## config.mk

```make
export PLATFORM = sky130hd
export DESIGN_NAME = alu_mul_sequencer_flat
export DESIGN_NICKNAME = d
export VERILOG_FILES = /design/src/rtl/alu_pkg.sv /design/src/rtl/alu_mul_sequencer_if.sv /design/src/rtl/alu_mul_sequencer.sv /design/src/flat_wrapper.sv
export SDC_FILE = /design/constraint.sdc
export NUM_CORES = 1
export LEC_CHECK = 0
export ABC_CLOCK_PERIOD_IN_PS = 2800
export CORE_AREA = 8 8 118 120
export CTS_CLUSTER_DIAMETER = 80
export DETAILED_ROUTE_END_ITERATION = 10
export DIE_AREA = 0 0 126 128
export PLACE_DENSITY = 0.95
export REMOVE_ABC_BUFFERS = 1
export SLEW_MARGIN = 15
export SYNTH_ARGS = -nofsm -noshare
export SYNTH_HDL_FRONTEND = slang
export SYNTH_SLANG_ARGS = --single-unit
```

## constraint.sdc

```tcl
create_clock -name clk -period 2.8 [get_ports clk]
set_clock_uncertainty 0.05 [all_clocks]
set_input_delay 0.28 -clock clk [delete_from_list [all_inputs] [get_ports clk]]
set_output_delay 0.28 -clock clk [all_outputs]
set_load 0.01 [all_outputs]
```

## src/rtl/alu_pkg.sv

```systemverilog
// Shared ALU control encodings and multiplier sequencer state type.
package alu_pkg;

  localparam logic [3:0] ALU_AND = 4'b0000;
  localparam logic [3:0] ALU_OR  = 4'b0001;
  localparam logic [3:0] ALU_ADD = 4'b0010;
  localparam logic [3:0] ALU_SLL = 4'b0011;
  localparam logic [3:0] ALU_SRL = 4'b0100;
  localparam logic [3:0] ALU_SRA = 4'b0101;
  localparam logic [3:0] ALU_SUB = 4'b0110;

  typedef enum logic [1:0] {
    IDLE,
    RUN,
    DONE
  } mul_state_t;

endpackage

```

## src/rtl/alu_mul_sequencer_if.sv

```systemverilog
// Request/response handshake bundle between the EX stage and the multiply sequencer.
interface alu_mul_sequencer_if #(
  parameter int unsigned WIDTH = 32
);
  logic             in_valid;
  logic             in_ready;
  logic [WIDTH-1:0] op_a;
  logic [WIDTH-1:0] op_b;
  logic             out_valid;
  logic             out_ready;
  logic [WIDTH-1:0] out_data;

  modport master (
    output in_valid, op_a, op_b, out_ready,
    input  in_ready, out_valid, out_data
  );

  modport slave (
    input  in_valid, op_a, op_b, out_ready,
    output in_ready, out_valid, out_data
  );
endinterface

```

## src/rtl/alu_mul_sequencer.sv

```systemverilog
// Shift-add MUL (low word) that borrows the shared EX ALU and stalls the pipeline while running.
// Optional MUL_EARLY_EXIT_EN: finish as soon as the remaining multiplier bits are all zero.
module alu_mul_sequencer
  import alu_pkg::*;
#(
  parameter int unsigned          WIDTH    = 32,
  parameter int unsigned          CTRL_W   = 4,
  parameter logic [CTRL_W-1:0]    ADD_CODE = ALU_ADD
) (
  input  logic                    clk,
  input  logic                    rst_n,
  alu_mul_sequencer_if.slave      mul_if,
  input  logic                    i_flush,
  input  logic [CTRL_W-1:0]       i_ex_ctrl,
  input  logic [WIDTH-1:0]        i_ex_a,
  input  logic [WIDTH-1:0]        i_ex_b,
  output logic [CTRL_W-1:0]       o_alu_ctrl,
  output logic [WIDTH-1:0]        o_alu_a,
  output logic [WIDTH-1:0]        o_alu_b,
  input  logic [WIDTH-1:0]        i_alu_result,
  output logic                    o_stall
);

  localparam int unsigned CNT_W = $clog2(WIDTH);

  mul_state_t       r_state, w_state_next;
  logic [WIDTH-1:0] r_acc, r_mcand, r_mplier;
  logic [CNT_W-1:0] r_cnt;
  logic             w_accept;
  logic             w_last;

  assign w_accept = (r_state == IDLE) && mul_if.in_valid && !i_flush;

`ifdef MUL_EARLY_EXIT_EN
  assign w_last = (r_cnt == CNT_W'(WIDTH - 1)) || (r_mplier == '0);
`else
  assign w_last = (r_cnt == CNT_W'(WIDTH - 1));
`endif

  always_comb begin
    w_state_next     = r_state;
    mul_if.in_ready  = 1'b0;
    mul_if.out_valid = 1'b0;
    o_stall          = 1'b0;
    o_alu_ctrl       = i_ex_ctrl;
    o_alu_a          = i_ex_a;
    o_alu_b          = i_ex_b;
    unique case (r_state)
      IDLE: begin
        mul_if.in_ready = 1'b1;
        if (w_accept) w_state_next = RUN;
      end
      RUN: begin
        o_stall    = 1'b1;
        o_alu_ctrl = ADD_CODE;
        o_alu_a    = r_acc;
        o_alu_b    = r_mcand;
        if (i_flush)     w_state_next = IDLE;
        else if (w_last) w_state_next = DONE;
      end
      DONE: begin
        mul_if.out_valid = 1'b1;
        // flush wins over the output handshake; both return to IDLE
        if (i_flush || mul_if.out_ready) w_state_next = IDLE;
      end
      default: w_state_next = IDLE;
    endcase
  end

  assign mul_if.out_data = r_acc;

  always_ff @(posedge clk or negedge rst_n) begin
    if (!rst_n) begin
      r_state  <= IDLE;
      r_acc    <= '0;
      r_mcand  <= '0;
      r_mplier <= '0;
      r_cnt    <= '0;
    end else begin
      r_state <= w_state_next;
      if (w_accept) begin
        r_acc    <= '0;
        r_mcand  <= mul_if.op_a;
        r_mplier <= mul_if.op_b;
        r_cnt    <= '0;
      end else if (r_state == RUN) begin
        if (r_mplier[0]) r_acc <= i_alu_result;
        r_mcand  <= r_mcand << 1;
        r_mplier <= r_mplier >> 1;
        r_cnt    <= r_cnt + CNT_W'(1);
      end
    end
  end

endmodule
```

## src/flat_wrapper.sv

```systemverilog
// flat-port wrapper written by rule: the top's interface ports become plain ports
module alu_mul_sequencer_flat import alu_pkg::*;
#(
  parameter int unsigned          WIDTH    = 32,
  parameter int unsigned          CTRL_W   = 4,
  parameter logic [CTRL_W-1:0]    ADD_CODE = ALU_ADD
)
  (clk, rst_n, i_flush, i_ex_ctrl, i_ex_a, i_ex_b, o_alu_ctrl, o_alu_a, o_alu_b, i_alu_result, o_stall, mul_if_in_valid, mul_if_op_a, mul_if_op_b, mul_if_out_ready, mul_if_in_ready, mul_if_out_valid, mul_if_out_data);
  alu_mul_sequencer_if #(.WIDTH(WIDTH)) mul_if_i ();
  input  logic clk;
  input  logic rst_n;
  input  logic i_flush;
  input  logic [CTRL_W-1:0] i_ex_ctrl;
  input  logic [WIDTH-1:0] i_ex_a;
  input  logic [WIDTH-1:0] i_ex_b;
  output logic [CTRL_W-1:0] o_alu_ctrl;
  output logic [WIDTH-1:0] o_alu_a;
  output logic [WIDTH-1:0] o_alu_b;
  input  logic [WIDTH-1:0] i_alu_result;
  output logic o_stall;
  input wire logic [$bits(mul_if_i.in_valid)-1:0] mul_if_in_valid;
  input wire logic [$bits(mul_if_i.op_a)-1:0] mul_if_op_a;
  input wire logic [$bits(mul_if_i.op_b)-1:0] mul_if_op_b;
  input wire logic [$bits(mul_if_i.out_ready)-1:0] mul_if_out_ready;
  output wire logic [$bits(mul_if_i.in_ready)-1:0] mul_if_in_ready;
  output wire logic [$bits(mul_if_i.out_valid)-1:0] mul_if_out_valid;
  output wire logic [$bits(mul_if_i.out_data)-1:0] mul_if_out_data;
  assign mul_if_i.in_valid = mul_if_in_valid;
  assign mul_if_i.op_a = mul_if_op_a;
  assign mul_if_i.op_b = mul_if_op_b;
  assign mul_if_i.out_ready = mul_if_out_ready;
  assign mul_if_in_ready = mul_if_i.in_ready;
  assign mul_if_out_valid = mul_if_i.out_valid;
  assign mul_if_out_data = mul_if_i.out_data;
  alu_mul_sequencer #(.WIDTH(WIDTH), .CTRL_W(CTRL_W), .ADD_CODE(ADD_CODE)) u_core (.clk(clk), .rst_n(rst_n), .mul_if(mul_if_i), .i_flush(i_flush), .i_ex_ctrl(i_ex_ctrl), .i_ex_a(i_ex_a), .i_ex_b(i_ex_b), .o_alu_ctrl(o_alu_ctrl), .o_alu_a(o_alu_a), .o_alu_b(o_alu_b), .i_alu_result(i_alu_result), .o_stall(o_stall));
endmodule
```

Word level (Yosys, flattened, before mapping) --
Cells that the tools add are included.
Cells by class: $add $sub $neg 1, eq/ne operators 6, mux-type cells 20, reduce and logical (&&, ||, !) cells 9
Operators by type and width (count):
- 2-to-1 mux 32 bit | 9
- 2-to-1 mux 5 bit | 2
- 2-to-1 mux 2 bit | 4
- one-hot mux 2 bit (3 select lines) | 1
- adder 5 x 1 -> 5 bit, second input constant | 1
- == test 5 bit, second input constant | 1
- 2-to-1 mux 4 bit | 1
- != test 2 x 1 -> 1 bit, second input constant | 2
- nonzero test 2 bit | 2
- 2-to-1 mux 1 bit | 3
- != test 3 x 2 -> 1 bit, second input constant | 1
- AND reduction 3 bit | 1
- == test 2 x 1 -> 1 bit, second input constant | 1
- == test 2 bit, second input constant | 1
- logical AND 1 bit | 2
- logical NOT 2 bit | 1
- AND reduction 2 bit | 1
- logical NOT 1 bit | 1
- logical OR 1 bit | 1
Storage, ports and cells: register bits 103, input bits 169, output and inout bits 103, logic and storage cells 41

Logic depth before layout (Yosys ltp) --
Gate-level depths: netlist (run 1).
depth in word-level cells 5, depth in mapped cells 6

Worst setup path after synthesis (run 1) --
OpenSTA, ideal clock, no wires.
path kind register -> register, from register u_core.r_state[0], to register u_core.r_cnt[0], arrival 1.420 ns, required time 2.616 ns, setup slack 1.196 ns, stages on the path, launching flop included 6, path buffers 2, clock period less this slack 1.604 ns, path through dfrtp_1 or4b_1 buf_2 buf_4 nand3_1 o21ai_0
Between the ends: cells in the longest elaborated chain, start to end 4, elaborated cells between the ends (all ways) 6, classes of those cells eq/ne (1); mux (1); reduce/logical (4)
RTL lines:
- start: declaration | line alu_mul_sequencer.sv:26 | mul_state_t r_state, w_state_next;
- start signal: assignment | line alu_mul_sequencer.sv:80 | r_state <= w_state_next;
- logical NOT 2 bit | line alu_mul_sequencer.sv:32 | assign w_accept = (r_state == IDLE) && mul_if.in_valid && !i_flush;
- logical AND 1 bit (2 in series) | line alu_mul_sequencer.sv:32
- 2-to-1 mux 5 bit / nonzero test 2 bit (equally long branches)
- end signal: assignment | line alu_mul_sequencer.sv:90 | r_cnt <= r_cnt + CNT_W'(1);
- end: declaration | line alu_mul_sequencer.sv:28 | logic [CNT_W-1:0] r_cnt;
Several ways; a longest one is shown, not always the timed one. A chain may end at the register's enable or synchronous reset.

Worst setup path in the final report (run 1) --
from register u_core.r_state[1], to output o_alu_b[27]
Between the ends: cells in the longest elaborated chain, start to end 2
RTL lines:
- == test 2 x 1 -> 1 bit | line alu_mul_sequencer.sv:48 | unique case (r_state)
- 2-to-1 mux 32 bit | line alu_mul_sequencer.sv:48
- end: declaration | line flat_wrapper.sv:18 | output logic [WIDTH-1:0] o_alu_b;
Every way passes these cells.

==> metrics.md, run 1 <==
| Metric | Value |
|---|---|
| Crit Path Max Fanout | 48 |
| First DRT Iteration DRCs | slightly below 500 |
| Cts-stage hold buffer count | 1 |
| First-pass GRT wire length | 29.0 mm |
| Final Net Count | around 1,000 |
| Switching fraction of total power | between 30% and 40% |
| WHS Path Cells | 3 |
| Final Max Slew Viols | 0 |
| Synthesized area | approximately 0.005 mm2 |
| P per Cell Area | 662 mW/mm2 |
| Hold Path End | u_core.r_mplier[31]$_DFFE_PN0P_ |
| Synth cell types | 28 |
| Post-DRT Antenna Nets | 0 |
| Actual slew at the worst max-slew pin | a little under 600 ps |
| CTS Sinks | 103 |
| Area Overhead vs Synth | 62.7% |
| Clock transition at path regs | roughly 80 ps |
| CTS H-tree depth | 3 |
| Vias in the first global route | between 5,000 and 6,000 |
| Via-to-Cell Ratio | 5.33 |
| Hold Fails Final Rpt | 0 |
| CTS tree | yes |
| Syn_area_per_cell | 8.32 um2 |
| Die Span X | between 100 and 150 um |
| Clock Tree Root | clkbuf_16 |
| Depth of the most critical reg-to-reg path | 4 |
| Placed cell area | ~0.0078 mm2 |
| Overflow after GRT | 0 |
| Post-synthesis register bit count | 103 |
| Sw power | 1.79 mW |
| Top-level port count | 272 |
| Worst R2R End | u_core.r_cnt[0]$_DFFE_PN0P_ |
| CP Capture Type | output pin |
| DP HPWL | ~14 mm |
| Critical path class | flop to output pin |
| Vias post-DR | 5,332 |
| Synth Instances | about 600 |
| Post-CTS Resized | 0 |
| Yosys warnings | 0 |
| Post-layout util | approximately 66% |
| Residual DRC | 0 |
| Fin crit share | between 90% and 100% |
| HP Class | input port to flop |
| Internal power | 3.57 mW |
| Finished layout cell area | between 0.008 and 0.009 mm2 |
| Period minus WS final | ~2600 ps |
| I/O Buffers | approximately 270 |
| Ys flop type | dfrtp_1 |
| Largest net degree at the start of global routing | between 100 and 150 |
| Initial antenna violation count | 0 |
| Core area | approximately 0.012 mm2 |
| Status | finished clean |
| Number of max-cap violations | 0 |
| Register-to-register setup slack | slightly above 800 ps |
| Post CTS Setup Buffer Count | 0 |
| Die H | about 130 um |
| Static Leakage | 3.81 nW |
| Post-Route WL | around 19 mm |
| Most frequent cells in the layout | 270 x clkdlybuf4s50_1, 263 x nand2_1, 103 x dfrtp_1 |
| Register area share after synthesis | roughly 52% |
| GRT Total Usage | 22.7% |
| Max Clk Rate | ~0.38 GHz |
| Drt first pass iters | 5 |
| Async SR Flop Fraction | 100% |
| Slew HR | between 60% and 70% |
| Fill count | roughly 950 |
| Final setup fails | 0 |
| Maximum vdd drop | roughly 0.00047 V |
| CP required | 2470 ps |
| RePlAce Congestion | between 0.8 and 0.9 |
| Clock share of power | 23.5% |
| Startpoint types | flop |
| Die area | 0.0161 mm2 |
| TritonCTS Buffers | 9 |
| Post-DR wirelength/cell | about 19 um |
| Site Rows | 41 |
| RSZ-0062 raised after global routing | no |
| Share of cells above drive strength 1 | 3.76% |
| Initial Util | between 40% and 50% |
| Antenna Cells | 0 |
| Post-synth EDFFs | 0 |
| Worst R2R Start | u_core.r_state[0]$_DFFE_PN0P_ |
| Arr. time, crit path | 2270 ps |
| Sequential power share | around 41% |
| Hold path start | mul_if_op_b[31] |
| Commonest non-fill, non-tap cell in the layout | clkdlybuf4s50_1 |
| Combinational Power Share | 35.7% |
| Clk_lat worst skew | 350 ps |
| Clock tree buffer depth | 2 |
## power groups by stage
stage,Combinational [mW],Sequential (mW),Clock [mW]
after CTS,1.94,2.18,1.30
after global routing,2.09,2.23,1.35
final,1.91,2.19,1.26
after global placement,1.87,2.19,0
after floorplan,0.785,2.19,0
after detailed placement,1.92,2.20,0
## per-stage QoR
step                TNS [ps]  worst slack [ps]  instances  hold WS (ps)  power [mW]
CTS                        0               171       1000           383        5.42
global placement           0               600        983           266        4.06
detailed placement         0               558        983           269        4.13
global route               0              86.6       1000           424        5.67
finish                     0               197       1000           401        5.36
floorplan            -298500             -2310        552         -65.6        2.97
## final cells by class
cell class              instances  area, um2  area share, %
repair buffers                282       2850           35.1
flip-flops and latches        103       2580           31.8
multi-input cells             447       2180           27.0
clock buffers                   9        225           2.78
well taps                     150        188           2.32
clock inverters                 7       72.6          0.896
inverters                       2       8.76          0.108
## cell usage after synthesis, types with 2 or more instances
| master | n | area (um2) |
|---|---|---|
| a22oi_1 | 32 | 240 |
| a31oi_1 | 31 | 194 |
| buf_2 | 13 | 65.1 |
| nand3_1 | 36 | 180 |
| and2_1 | 3 | 18.8 |
| ha_1 | 2 | 25.0 |
| dfrtp_1 | 103 | 2580 |
| clkbuf_1 | 22 | 82.6 |
| buf_1 | 6 | 22.5 |
| nand2_1 | 263 | 987 |
| nor2_1 | 35 | 131 |
| buf_6 | 4 | 45.0 |
| nand2b_1 | 2 | 12.5 |
| a22o_1 | 32 | 280 |
## sequential cells by signal, indices dropped and copies added, names as in the netlist
name and cells:
u_core.r_mcand 32, u_core.r_cnt 5, u_core.r_mplier 32, u_core.mul_if.out_data 32, u_core.r_state 2
## cells by family after synthesis
kind of cell             synth area share, %
multiplexers                           0.201
AO/OA/AOI/OAI                           14.6
XOR/XNOR                               0.176
buffers and inverters                   4.63
AND/OR/NAND/NOR                         28.1
flip-flops                              51.8
adder cells (fa/ha/maj)                0.503
## worst max-delay path, stage by stage (launching register included)
cell and delay [ps]:
dfrtp_1 450, nand2b_4 190, clkinv_2 210, buf_12 260, nand2_1 150, nand2_1 90, clkdlybuf4s50_1 530
## per-layer routing
layer | wire length, um | global-route usage (%) | vias up
li1 | - | - | 2502
met1 | 7570 | 27.1 | 2520
met2 | 8850 | 36.6 | 273
met3 | 1800 | 8.28 | 37
met4 | 516 | 9.06 | 0
met5 | 0 | 0 | -
## worst max-delay path by stage
stage | start | slack, ps | end | depth (start not counted)
5_1_grt | u_core.r_state[1]$_DFFE_PN0P_ | 90 | o_alu_b[27] | 6
3_5_place_dp | i_flush | 560 | u_core.r_mcand[1]$_DFFE_PN0P_ | 4
6_report | u_core.r_state[1]$_DFFE_PN0P_ | 200 | o_alu_b[27] | 6
4_1_cts | u_core.r_state[1]$_DFFE_PN0P_ | 170 | o_alu_b[27] | 6
2_1_floorplan | u_core.r_state[1]$_DFFE_PN0P_ | -2310 | o_alu_b[0] | 4
3_3_place_gp | u_core.r_state[1]$_DFFE_PN0P_ | 600 | o_alu_b[27] | 6
Note: power is estimated with default switching activity, not from simulation.
==> inputs of run 2 (changes only) <==
--- a/config.mk
+++ b/config.mk
@@ -6,13 +6,13 @@
 export NUM_CORES = 1
 export LEC_CHECK = 0
 export ABC_CLOCK_PERIOD_IN_PS = 2800
-export CORE_AREA = 8 8 118 120
+export CORE_AREA = 8 8 136 138
 export CTS_CLUSTER_DIAMETER = 80
 export DETAILED_ROUTE_END_ITERATION = 10
-export DIE_AREA = 0 0 126 128
-export PLACE_DENSITY = 0.95
+export DIE_AREA = 0 0 144 146
+export PLACE_DENSITY = 0.78
 export REMOVE_ABC_BUFFERS = 1
-export SLEW_MARGIN = 15
+export SLEW_MARGIN = 30
 export SYNTH_ARGS = -nofsm -noshare
 export SYNTH_HDL_FRONTEND = slang
 export SYNTH_SLANG_ARGS = --single-unit
==> metrics.md, run 2 (synthesis results as in run 1) <==
| Metric | Value |
|---|---|
| Startpoint types | flop (unchanged) |
| I/O Buffers | 271 (unchanged) |
| Post-layout util | 50.3% (was 66.3%) |
| CTS Sinks | 103 (unchanged) |
| Initial Util | 30.6% (was 40.8%) |
| Maximum vdd drop | 0.000293 V (was 0.000468 V) |
| Actual slew at the worst max-slew pin | 582 ps (was 581 ps) |
| CP Launch Point | u_core.r_state[0]$_DFFE_PN0P_ (was u_core.r_state[1]$_DFFE_PN0P_) |
| Worst path slowest cell | clkdlybuf4s50_1 (unchanged) |
| Post-CTS Resized | 0 (unchanged) |
| Cts-stage hold buffer count | 1 (unchanged) |
| Post-DR wirelength/cell | 17.6 um (was 18.7 um) |
| Vias in the first global route | 5,324 (was 5,385) |
| Status | finished clean (unchanged) |
| Placed cell area | 0.00792 mm2 (was 0.00779 mm2) |
| Period minus WS final | 2470 ps (was 2600 ps) |
| RePlAce Congestion | 0.857 (was 0.816) |
| Overflow after GRT | 0 (unchanged) |
| Worst path cell trace | nand2b_4 -> buf_12 -> nand2_1 -> nand2_1 -> clkdlybuf4s50_1 (was nand2b_4 -> clkinv_2 -> buf_12 -> nand2_1 -> nand2_1 -> clkdlybuf4s50_1) |
| Depth of the most critical reg-to-reg path | 5 (was 4) |
| Clock transition at path regs | 70 ps (was 80 ps) |
| Crit Path Max Fanout | 105 (was 48) |
| Fill count | 1,501 (was 954) |
| Residual DRC | 0 (unchanged) |
| RSZ-0062 raised after global routing | no (unchanged) |
| CP Capture Type | output pin (unchanged) |
| First DRT Iteration DRCs | 249 (was 485) |
| CTS H-tree depth | 3 (unchanged) |
| Final Max Slew Viols | 0 (unchanged) |
| CP required | 2470 ps (about the same) |
| Post-DRT Antenna Nets | 0 (unchanged) |
| Die H | 146 um (was 128 um) |
| Final setup fails | 0 (unchanged) |
| HP Class | input port to asynchronous set/reset pin (was input port to flop) |
| Static Leakage | 3.82 nW (was 3.81 nW) |
| Post-Route WL | 18.8 mm (was 18.7 mm) |
| TritonCTS Buffers | 9 (unchanged) |
| DP HPWL | 13.8 mm (was 13.9 mm) |
| First-pass GRT wire length | 29.4 mm (was 29.0 mm) |
| Clock tree buffer depth | 2 (unchanged) |
| Vias post-DR | 5,298 (was 5,332) |
| Initial antenna violation count | 0 (unchanged) |
| Worst R2R End | u_core.r_mcand[30]$_DFFE_PN0P_ (was u_core.r_cnt[0]$_DFFE_PN0P_) |
| Register-to-register setup slack | 880 ps (was 820 ps) |
| GRT Total Usage | 17.7% (was 22.7%) |
| Via-to-Cell Ratio | 4.94 (was 5.33) |
| Crit path to | o_alu_b[29] (was o_alu_b[27]) |
| Drt first pass iters | 7 (was 5) |
| Number of max-cap violations | 0 (unchanged) |
| Critical path class | flop to output pin (unchanged) |
| Slew HR | 61.2% (about the same) |
| Clock Tree Root | clkbuf_16 (unchanged) |
| Fin crit share | 88.2% (was 93.0%) |
| Clk_lat worst skew | 340 ps (was 350 ps) |
| Max Clk Rate | 0.405 GHz (was 0.384 GHz) |
| Critical Path Max Stage Delay | 550 ps (was 530 ps) |
| Commonest non-fill, non-tap cell in the layout | clkdlybuf4s50_1 (unchanged) |
| Post CTS Setup Buffer Count | 0 (unchanged) |
| Antenna Cells | 0 (unchanged) |
| Final Net Count | 1,019 (was 1,016) |
| Area Overhead vs Synth | 64.8% (was 62.7%) |
| Largest net degree at the start of global routing | 106 (was 110) |
| Die Span X | 144 um (was 126 um) |
| Most frequent cells in the layout | 270 x clkdlybuf4s50_1, 263 x nand2_1, 103 x dfrtp_1 (unchanged) |
| Crit path top cell by count | nand2_1 (unchanged) |
| Arr. time, crit path | 2140 ps (was 2270 ps) |
| Finished layout cell area | 0.00820 mm2 (was 0.00810 mm2) |
| Core area | 0.0163 mm2 (was 0.0122 mm2) |
| Top-level port count | 272 (unchanged) |
| Share of cells above drive strength 1 | 3.76% (about the same) |
| CTS tree | yes (unchanged) |
| Worst R2R Start | u_core.r_state[0]$_DFFE_PN0P_ (unchanged) |
| Die area | 0.0210 mm2 (was 0.0161 mm2) |
| Hold Fails Final Rpt | 0 (unchanged) |
| P per Cell Area | 644 mW/mm2 (was 662 mW/mm2) |
| Site Rows | 47 (was 41) |
[run 2: cell count changes in the layout (fill, tap and decap cells not counted)]
cell	previous run	this run
clkbuf_8	0	2
inv_8	2	0
clkinv_8	1	0
inv_6	2	0
clkbuf_1	0	2
buf_12	4	5
buf_4	7	9
[run 2: report_power, final]
part	leakage (nW)	switching (mW)	internal (mW)
sequential	1.29	0.287	1.89
clock	0.132	0.544	0.650
combinational	2.40	0.853	1.05
[run 2: layout make-up]
type | instances | area [um2] | share of cell area [%]
inverters | 2 | 8.76 | 0.107
multi-input cells | 447 | 2180 | 26.6
clock inverters | 2 | 16.3 | 0.198
well taps | 220 | 275 | 3.36
flip-flops and latches | 103 | 2580 | 31.4
clock buffers | 13 | 260 | 3.17
repair buffers | 285 | 2880 | 35.1
[run 2: worst max-delay path: cells and delay by family (launching register included)]
family,cells,cell delay (ps)
buffers and inverters,2,870
and+or+nand+nor,3,400
DFF,1,410
[run 2: how the worst min path moves through the flow]
stage | from | endpoint | slack, ps | depth (start not counted)
6_report | rst_n | u_core.r_mplier[31]$_DFFE_PN0P_ | 410 | 2
3_3_place_gp | rst_n | u_core.r_mplier[31]$_DFFE_PN0P_ | 250 | 1
4_1_cts | mul_if_op_b[31] | u_core.r_mplier[31]$_DFFE_PN0P_ | 410 | 3
5_1_grt | mul_if_op_a[25] | u_core.r_mcand[25]$_DFFE_PN0P_ | 430 | 3
3_5_place_dp | rst_n | u_core.r_mplier[31]$_DFFE_PN0P_ | 260 | 1
2_1_floorplan | rst_n | u_core.mul_if.out_data[0]$_DFFE_PN0P_ | -70 | 0
[run 2: through the flow]
step | TNS, ps | setup WS, ps | cells | hold WS, ps | power (mW)
2_1_floorplan | -298500 | -2310 | 552 | -65.6 | 2.97
3_3_place_gp | 0 | 703 | 1056 | 255 | 4.09
3_5_place_dp | 0 | 705 | 1056 | 257 | 4.13
4_1_cts | 0 | 312 | 1072 | 407 | 5.36
5_1_grt | 0 | 203 | 1072 | 435 | 5.62
6_report | 0 | 330 | 1072 | 405 | 5.28
[run 2: layer usage]
metal | global-route usage [%] | part of all wire [%] | vias up
met5 | 0 | 0 | -
met4 | 4.89 | 1.5 | 0
met3 | 6.89 | 10 | 20
met2 | 27.7 | 45 | 233
met1 | 22.2 | 43 | 2537
li1 | - | - | 2508
